## src/rtl/isw_and_seq_ctrl.sv

```systemverilog
// Sequential 3-share ISW masked AND: nine partial products on one shared AND/XOR path, refresh randoms fetched by handshake.
// Optional build macro ISW_AND_SEQ_CTRL_CLEAR_EN zeroes all internal share/random/tmp/acc registers on DONE->IDLE.
//
// state | meaning
// IDLE  | waiting for operand shares, in_ready high
// RAND  | fetching r01, r02, r12 from the RNG (one request-setup cycle, then rnd_ready high)
// COMP  | partial-product steps s0..s11, one per cycle
// DONE  | result shares held until the consumer takes them
module isw_and_seq_ctrl #(
    parameter int W = 1
) (
    input  logic         clk_i,
    input  logic         rst_i,
    input  logic         in_valid_i,
    output logic         in_ready_o,
    input  logic [W-1:0] a0_i,
    input  logic [W-1:0] a1_i,
    input  logic [W-1:0] a2_i,
    input  logic [W-1:0] b0_i,
    input  logic [W-1:0] b1_i,
    input  logic [W-1:0] b2_i,
    input  logic         rnd_valid_i,
    output logic         rnd_ready_o,
    input  logic [W-1:0] rnd_i,
    output logic         out_valid_o,
    input  logic         out_ready_i,
    output logic [W-1:0] c0_o,
    output logic [W-1:0] c1_o,
    output logic [W-1:0] c2_o,
    output logic         busy_o
);

    typedef enum logic [1:0] {
        IDLE = 2'd0,
        RAND = 2'd1,
        COMP = 2'd2,
        DONE = 2'd3
    } state_t;

    state_t       state_q;
    logic [1:0]   beat_q;
    logic [3:0]   step_q;
    logic [W-1:0] a0_q, a1_q, a2_q, b0_q, b1_q, b2_q;
    logic [W-1:0] r01_q, r02_q, r12_q;
    logic [W-1:0] tmp_q, acc0_q, acc1_q, acc2_q;
    logic [W-1:0] c0_q, c1_q, c2_q;
    logic         in_ready_q, rnd_ready_q, out_valid_q, busy_q;

    logic [W-1:0] op_x_d, op_y_d, pp_d;

    // Single shared AND: operand pair selected by step, zero on steps without a product.
    always_comb begin
        op_x_d = '0;
        op_y_d = '0;
        case (step_q)
            4'd0:    begin op_x_d = a0_q; op_y_d = b0_q; end
            4'd1:    begin op_x_d = a1_q; op_y_d = b1_q; end
            4'd2:    begin op_x_d = a2_q; op_y_d = b2_q; end
            4'd3:    begin op_x_d = a0_q; op_y_d = b1_q; end
            4'd4:    begin op_x_d = a1_q; op_y_d = b0_q; end
            4'd6:    begin op_x_d = a0_q; op_y_d = b2_q; end
            4'd7:    begin op_x_d = a2_q; op_y_d = b0_q; end
            4'd9:    begin op_x_d = a1_q; op_y_d = b2_q; end
            4'd10:   begin op_x_d = a2_q; op_y_d = b1_q; end
            default: begin op_x_d = '0;   op_y_d = '0;   end
        endcase
        pp_d = op_x_d & op_y_d;
    end

    always_ff @(posedge clk_i) begin
        if (rst_i) begin
            state_q     <= IDLE;
            beat_q      <= 2'd0;
            step_q      <= 4'd0;
            a0_q        <= '0;
            a1_q        <= '0;
            a2_q        <= '0;
            b0_q        <= '0;
            b1_q        <= '0;
            b2_q        <= '0;
            r01_q       <= '0;
            r02_q       <= '0;
            r12_q       <= '0;
            tmp_q       <= '0;
            acc0_q      <= '0;
            acc1_q      <= '0;
            acc2_q      <= '0;
            c0_q        <= '0;
            c1_q        <= '0;
            c2_q        <= '0;
            in_ready_q  <= 1'b1;
            rnd_ready_q <= 1'b0;
            out_valid_q <= 1'b0;
            busy_q      <= 1'b0;
        end else begin
            case (state_q)
                IDLE: begin
                    if (in_valid_i) begin
                        a0_q       <= a0_i;
                        a1_q       <= a1_i;
                        a2_q       <= a2_i;
                        b0_q       <= b0_i;
                        b1_q       <= b1_i;
                        b2_q       <= b2_i;
                        beat_q     <= 2'd0;
                        in_ready_q <= 1'b0;
                        busy_q     <= 1'b1;
                        state_q    <= RAND;
                    end
                end
                RAND: begin
                    // rnd_ready rises one cycle after entry; that setup cycle is part of the 16-cycle latency.
                    if (rnd_ready_q && rnd_valid_i) begin
                        case (beat_q)
                            2'd0:    r01_q <= rnd_i;
                            2'd1:    r02_q <= rnd_i;
                            default: r12_q <= rnd_i;
                        endcase
                        beat_q <= beat_q + 2'd1;
                        if (beat_q == 2'd2) begin
                            rnd_ready_q <= 1'b0;
                            step_q      <= 4'd0;
                            state_q     <= COMP;
                        end
                    end else begin
                        rnd_ready_q <= 1'b1;
                    end
                end
                COMP: begin
                    step_q <= step_q + 4'd1;
                    // Randomness always enters tmp before the second cross product of each pair.
                    case (step_q)
                        4'd0:  acc0_q <= pp_d;
                        4'd1:  acc1_q <= pp_d;
                        4'd2:  acc2_q <= pp_d;
                        4'd3:  tmp_q  <= pp_d ^ r01_q;
                        4'd4:  tmp_q  <= tmp_q ^ pp_d;
                        4'd5: begin
                            acc0_q <= acc0_q ^ r01_q;
                            acc1_q <= acc1_q ^ tmp_q;
                        end
                        4'd6:  tmp_q  <= pp_d ^ r02_q;
                        4'd7:  tmp_q  <= tmp_q ^ pp_d;
                        4'd8: begin
                            acc0_q <= acc0_q ^ r02_q;
                            acc2_q <= acc2_q ^ tmp_q;
                        end
                        4'd9:  tmp_q  <= pp_d ^ r12_q;
                        4'd10: tmp_q  <= tmp_q ^ pp_d;
                        4'd11: begin
                            c0_q        <= acc0_q;
                            c1_q        <= acc1_q ^ r12_q;
                            c2_q        <= acc2_q ^ tmp_q;
                            out_valid_q <= 1'b1;
                            state_q     <= DONE;
                        end
                        default: ;
                    endcase
                end
                DONE: begin
                    if (out_ready_i) begin
                        out_valid_q <= 1'b0;
                        c0_q        <= '0;
                        c1_q        <= '0;
                        c2_q        <= '0;
                        in_ready_q  <= 1'b1;
                        busy_q      <= 1'b0;
                        state_q     <= IDLE;
`ifdef ISW_AND_SEQ_CTRL_CLEAR_EN
                        a0_q   <= '0;
                        a1_q   <= '0;
                        a2_q   <= '0;
                        b0_q   <= '0;
                        b1_q   <= '0;
                        b2_q   <= '0;
                        r01_q  <= '0;
                        r02_q  <= '0;
                        r12_q  <= '0;
                        tmp_q  <= '0;
                        acc0_q <= '0;
                        acc1_q <= '0;
                        acc2_q <= '0;
`else
                        tmp_q  <= tmp_q;
`endif
                    end
                end
                default: state_q <= IDLE;
            endcase
        end
    end

    assign in_ready_o  = in_ready_q;
    assign rnd_ready_o = rnd_ready_q;
    assign out_valid_o = out_valid_q;
    assign busy_o      = busy_q;
    assign c0_o        = c0_q;
    assign c1_o        = c1_q;
    assign c2_o        = c2_q;

endmodule

```

## config.mk

```make
export PLATFORM = sky130hd
export DESIGN_NAME = isw_and_seq_ctrl
export DESIGN_NICKNAME = d
export VERILOG_FILES = /design/src/rtl/isw_and_seq_ctrl.sv
export SDC_FILE = /design/constraint.sdc
export NUM_CORES = 1
export LEC_CHECK = 0
export CORE_MARGIN = 2
export CORE_UTILIZATION = 50
export CTS_CLUSTER_SIZE = 28
export DETAILED_ROUTE_END_ITERATION = 7
export HOLD_SLACK_MARGIN = 0.1
export PLACE_DENSITY = 0.75
export SYNTH_ARGS = -nofsm -noshare
export SYNTH_HDL_FRONTEND = slang
export SYNTH_SLANG_ARGS = --single-unit
```

## constraint.sdc

```tcl
create_clock -name clk_i -period 1.8 [get_ports clk_i]
set_input_delay 0.27 -clock clk_i [delete_from_list [all_inputs] [get_ports clk_i]]
set_output_delay 0.27 -clock clk_i [all_outputs]
set_load 0.005 [all_outputs]
```

==> metrics.md <==
| Metric | Value |
|---|---|
| Detailed Place HPWL | ~3.1 mm |
| CTS sink count | 28 |
| Worst setup margin | -0.0331 ns |
| CP endpoint kind | register |
| Most common cell after layout, fill and taps aside | buf_4 |
| RSZ-0062 raised after global routing | true |
| Largest net degree at the start of global routing | 17 |
| Gp weighted congestion | 0.844 |
| Asr flop ratio synth | 0 |
| Crit path max fanout | 6 |
| Latest clock arrival within the worst-skew pair | 0.34 ns |
| Worst slew pin tran | about 0.35 ns |
| Max Slew Vio Count | 0 |
| Lkg Pwr | 0.873 nW |
| Critical path class | reg2reg |
| Max VDD drop | 0.000841 V |
| Longest Clk Path Bufs | 2 |
| Predominant post-synthesis flop cell | dfxtp_1 |
| HP Class | in2reg |
| Post-DP Area | 2000 µm² |
| Finished Cell Area | about 2300 µm² |
| Area of the core | 3100 µm² |
| Biggest regs | step_q (4), beat_q (2), state_q (2) |
| Finished Layout Cells | ~290 |
| Final hold viol count | 0 |
| Worst-path cell chain | buf_4 -> ha_4 -> nor2b_4 -> o21a_1 -> o32a_4 -> o31a_1 -> o41ai_2 |
| Synthesized instance count | around 210 |
| Final setup violation count | 1 |
| Number of synthesized flops with an enable pin | 0 |
| Detail Route Antenna Nets | 0 |
| Die Ht | around 60 µm |
| Placed cell count | 279 |
| Register area share after synthesis | 0.336 |
| Initial Util | 0.538 |
| Power per cell area | 884 nW/µm² |
| Maxcap violations | 0 |
| Vias in the first global route | approximately 1,600 |
| Critical path data arrival time | 2.09 ns |
| Relative slew slack | 0.762 |
| Global-route wire length before repair | around 7 mm |
| Initial antenna violation count | 0 |
| CTS buffer count | 3 |
| Violated checks | setup timing |
| Most flop-heavy register | step_q |
| GRT Total Usage | 0.246 |
| Row Count | 20 |
| F_max | 546 MHz |
| Multi-input logic area | ~1200 µm² |
| CTS H-tree depth | 1 |
| Synth cell types | 44 |
| Fin crit share | 1.02 |
| Status | complete, but fails checks |
| Wirelength, routed | between 4 and 5 mm |
| Worst path bufs/invs | 1 |
| Post-synthesis register bit count | 28 |
| Via density | just under 6 |
| Register area | 569 µm² |
| Hold Slack | 0.481 ns |
| Nets@finish | ~270 |
| Die ar. | roughly 3800 µm² |
| TritonCTS clock tree | yes |
| Hold buffers post-CTS | 0 |
| Final Power | approximately 2.0 mW |
| DR DRC count | 0 |
| PortBufs | 18 |
| Antenna Cells | 0 |
| Avg WL per Cell | 15.1 µm |
| Mapped Area | approximately 1700 µm² |
| Iteration-0 DRC Markers | ~140 |
| Initial DRT Pass Iterations | 5 |
| Max reg flops | 4 |
| Fillers | 234 |
| Die Span X | slightly above 60 µm |
| Synth warn | 0 |
| Vias | between 1,500 and 2,000 |
| Largest delay contributor family on the critical path | compound AO/OA/AOI/OAI gates |
| Worst-path clk slew | approximately 0.15 ns |
| Post-layout min period | about 1.8 ns |
| Worst path required time | about 2 ns |
| Share of cells above drive strength 1 | 0.226 |
| Root buffer cell | clkbuf_4 |
| Post-synthesis net count | 235 |
| Startpoint Class | register |
| Worst Skew | between 0.006 and 0.007 ns |
| GRT Residual Overflow | 0 |
| P&R area growth vs syn | 36.5% |
| Syn_area_per_cell | between 7 and 8 µm² |
| Final setup TNS | -0.0331 ns |
| Io pins | 19 |
| Worst path slowest cell | dfxtp_4 |
| Worst path max stage delay | 0.39 ns |
| Most frequent cells in the layout | 27 x buf_4, 25 x dfxtp_1, 22 x nor2_1, 21 x a21oi_1, 18 x clkdlybuf4s50_1 |
## stage by stage
stage	setup WS [ns]	util
final	-0.0331	0.734
after global routing	-0.101	0.734
after global placement	-0.00204	0.643
after detailed placement	-0.123	0.643
after floorplan	0.00453	-
after CTS	0.00229	0.686
## synth_stat cells (2+ instances only)
cell type	number	area share
nor2_1	22	0.049
buf_1	2	0.0045
nand2b_1	5	0.019
inv_1	11	0.025
nor4b_1	2	0.010
ha_1	12	0.090
a21boi_0	2	0.0090
nand3_1	12	0.036
nand3b_1	4	0.018
nor3_1	8	0.024
mux2i_1	4	0.024
a22oi_1	5	0.022
a31oi_1	3	0.011
clkbuf_1	7	0.016
xor2_1	2	0.010
nand4_1	3	0.011
dfxtp_1	28	0.34
a21oi_1	22	0.066
nor4_1	3	0.011
buf_2	3	0.0090
nor2b_1	5	0.019
nand2_1	17	0.038
o21ai_0	8	0.024
## logic make-up (layout without fill, tap and decap cells)
family,after synthesis,in the layout,share of synthesized area
compound gates,55,55,0.222
mux,4,4,0.0240
flops,28,28,0.336
buf+inv,24,61,0.0585
simple gates,86,86,0.259
fa+ha+maj,12,12,0.0900
xor+xnor,2,2,0.0105
## report_power, final
part	total, mW	internal, mW	switching (mW)
logic	0.825	0.368	0.458
registers	0.770	0.695	0.0747
clock network	0.419	0.226	0.194
total	2.01	1.29	0.726
## path summary, 6_finish.rpt
path / endpoint / start / slack, ns / depth (start not counted)
max: tmp_q / step_q[1] / -0.03 / 7
min: a1_q / a1_i / 0.48 / 3
max reg2reg: tmp_q / step_q[1] / -0.03 / 7
min reg2reg: b0_q / b0_q / 0.50 / 2
## final cells by class
type,instances,area share
multi-input cells,159,0.506
flip-flops and latches,28,0.250
repair buffers,46,0.177
clock buffers,3,0.00988
inverters,11,0.0203
clock inverters,1,0.0132
well taps,44,0.0242
## what timing repair did
action / CTS / global route
setup buffers: 3 / 6
gates resized for setup: 15 / 22
pin swaps: 2 / 7
endpoints found under the setup margin: 4 / 13
## tightest hold or removal path: stages
cell,delay [ns]
clkdlybuf4s50_1,0.40
nand3_1,0.06
a21oi_1,0.05
## routing by layer
layer  vias up  global-route usage  wire [µm]
met5         -                   0          0
met4         0              0.0821         75
met3         6              0.0311        183
met2        52               0.441       2340
met1       800               0.306       1830
li1        829                   -          -
Power figures use the tool's default switching activity.
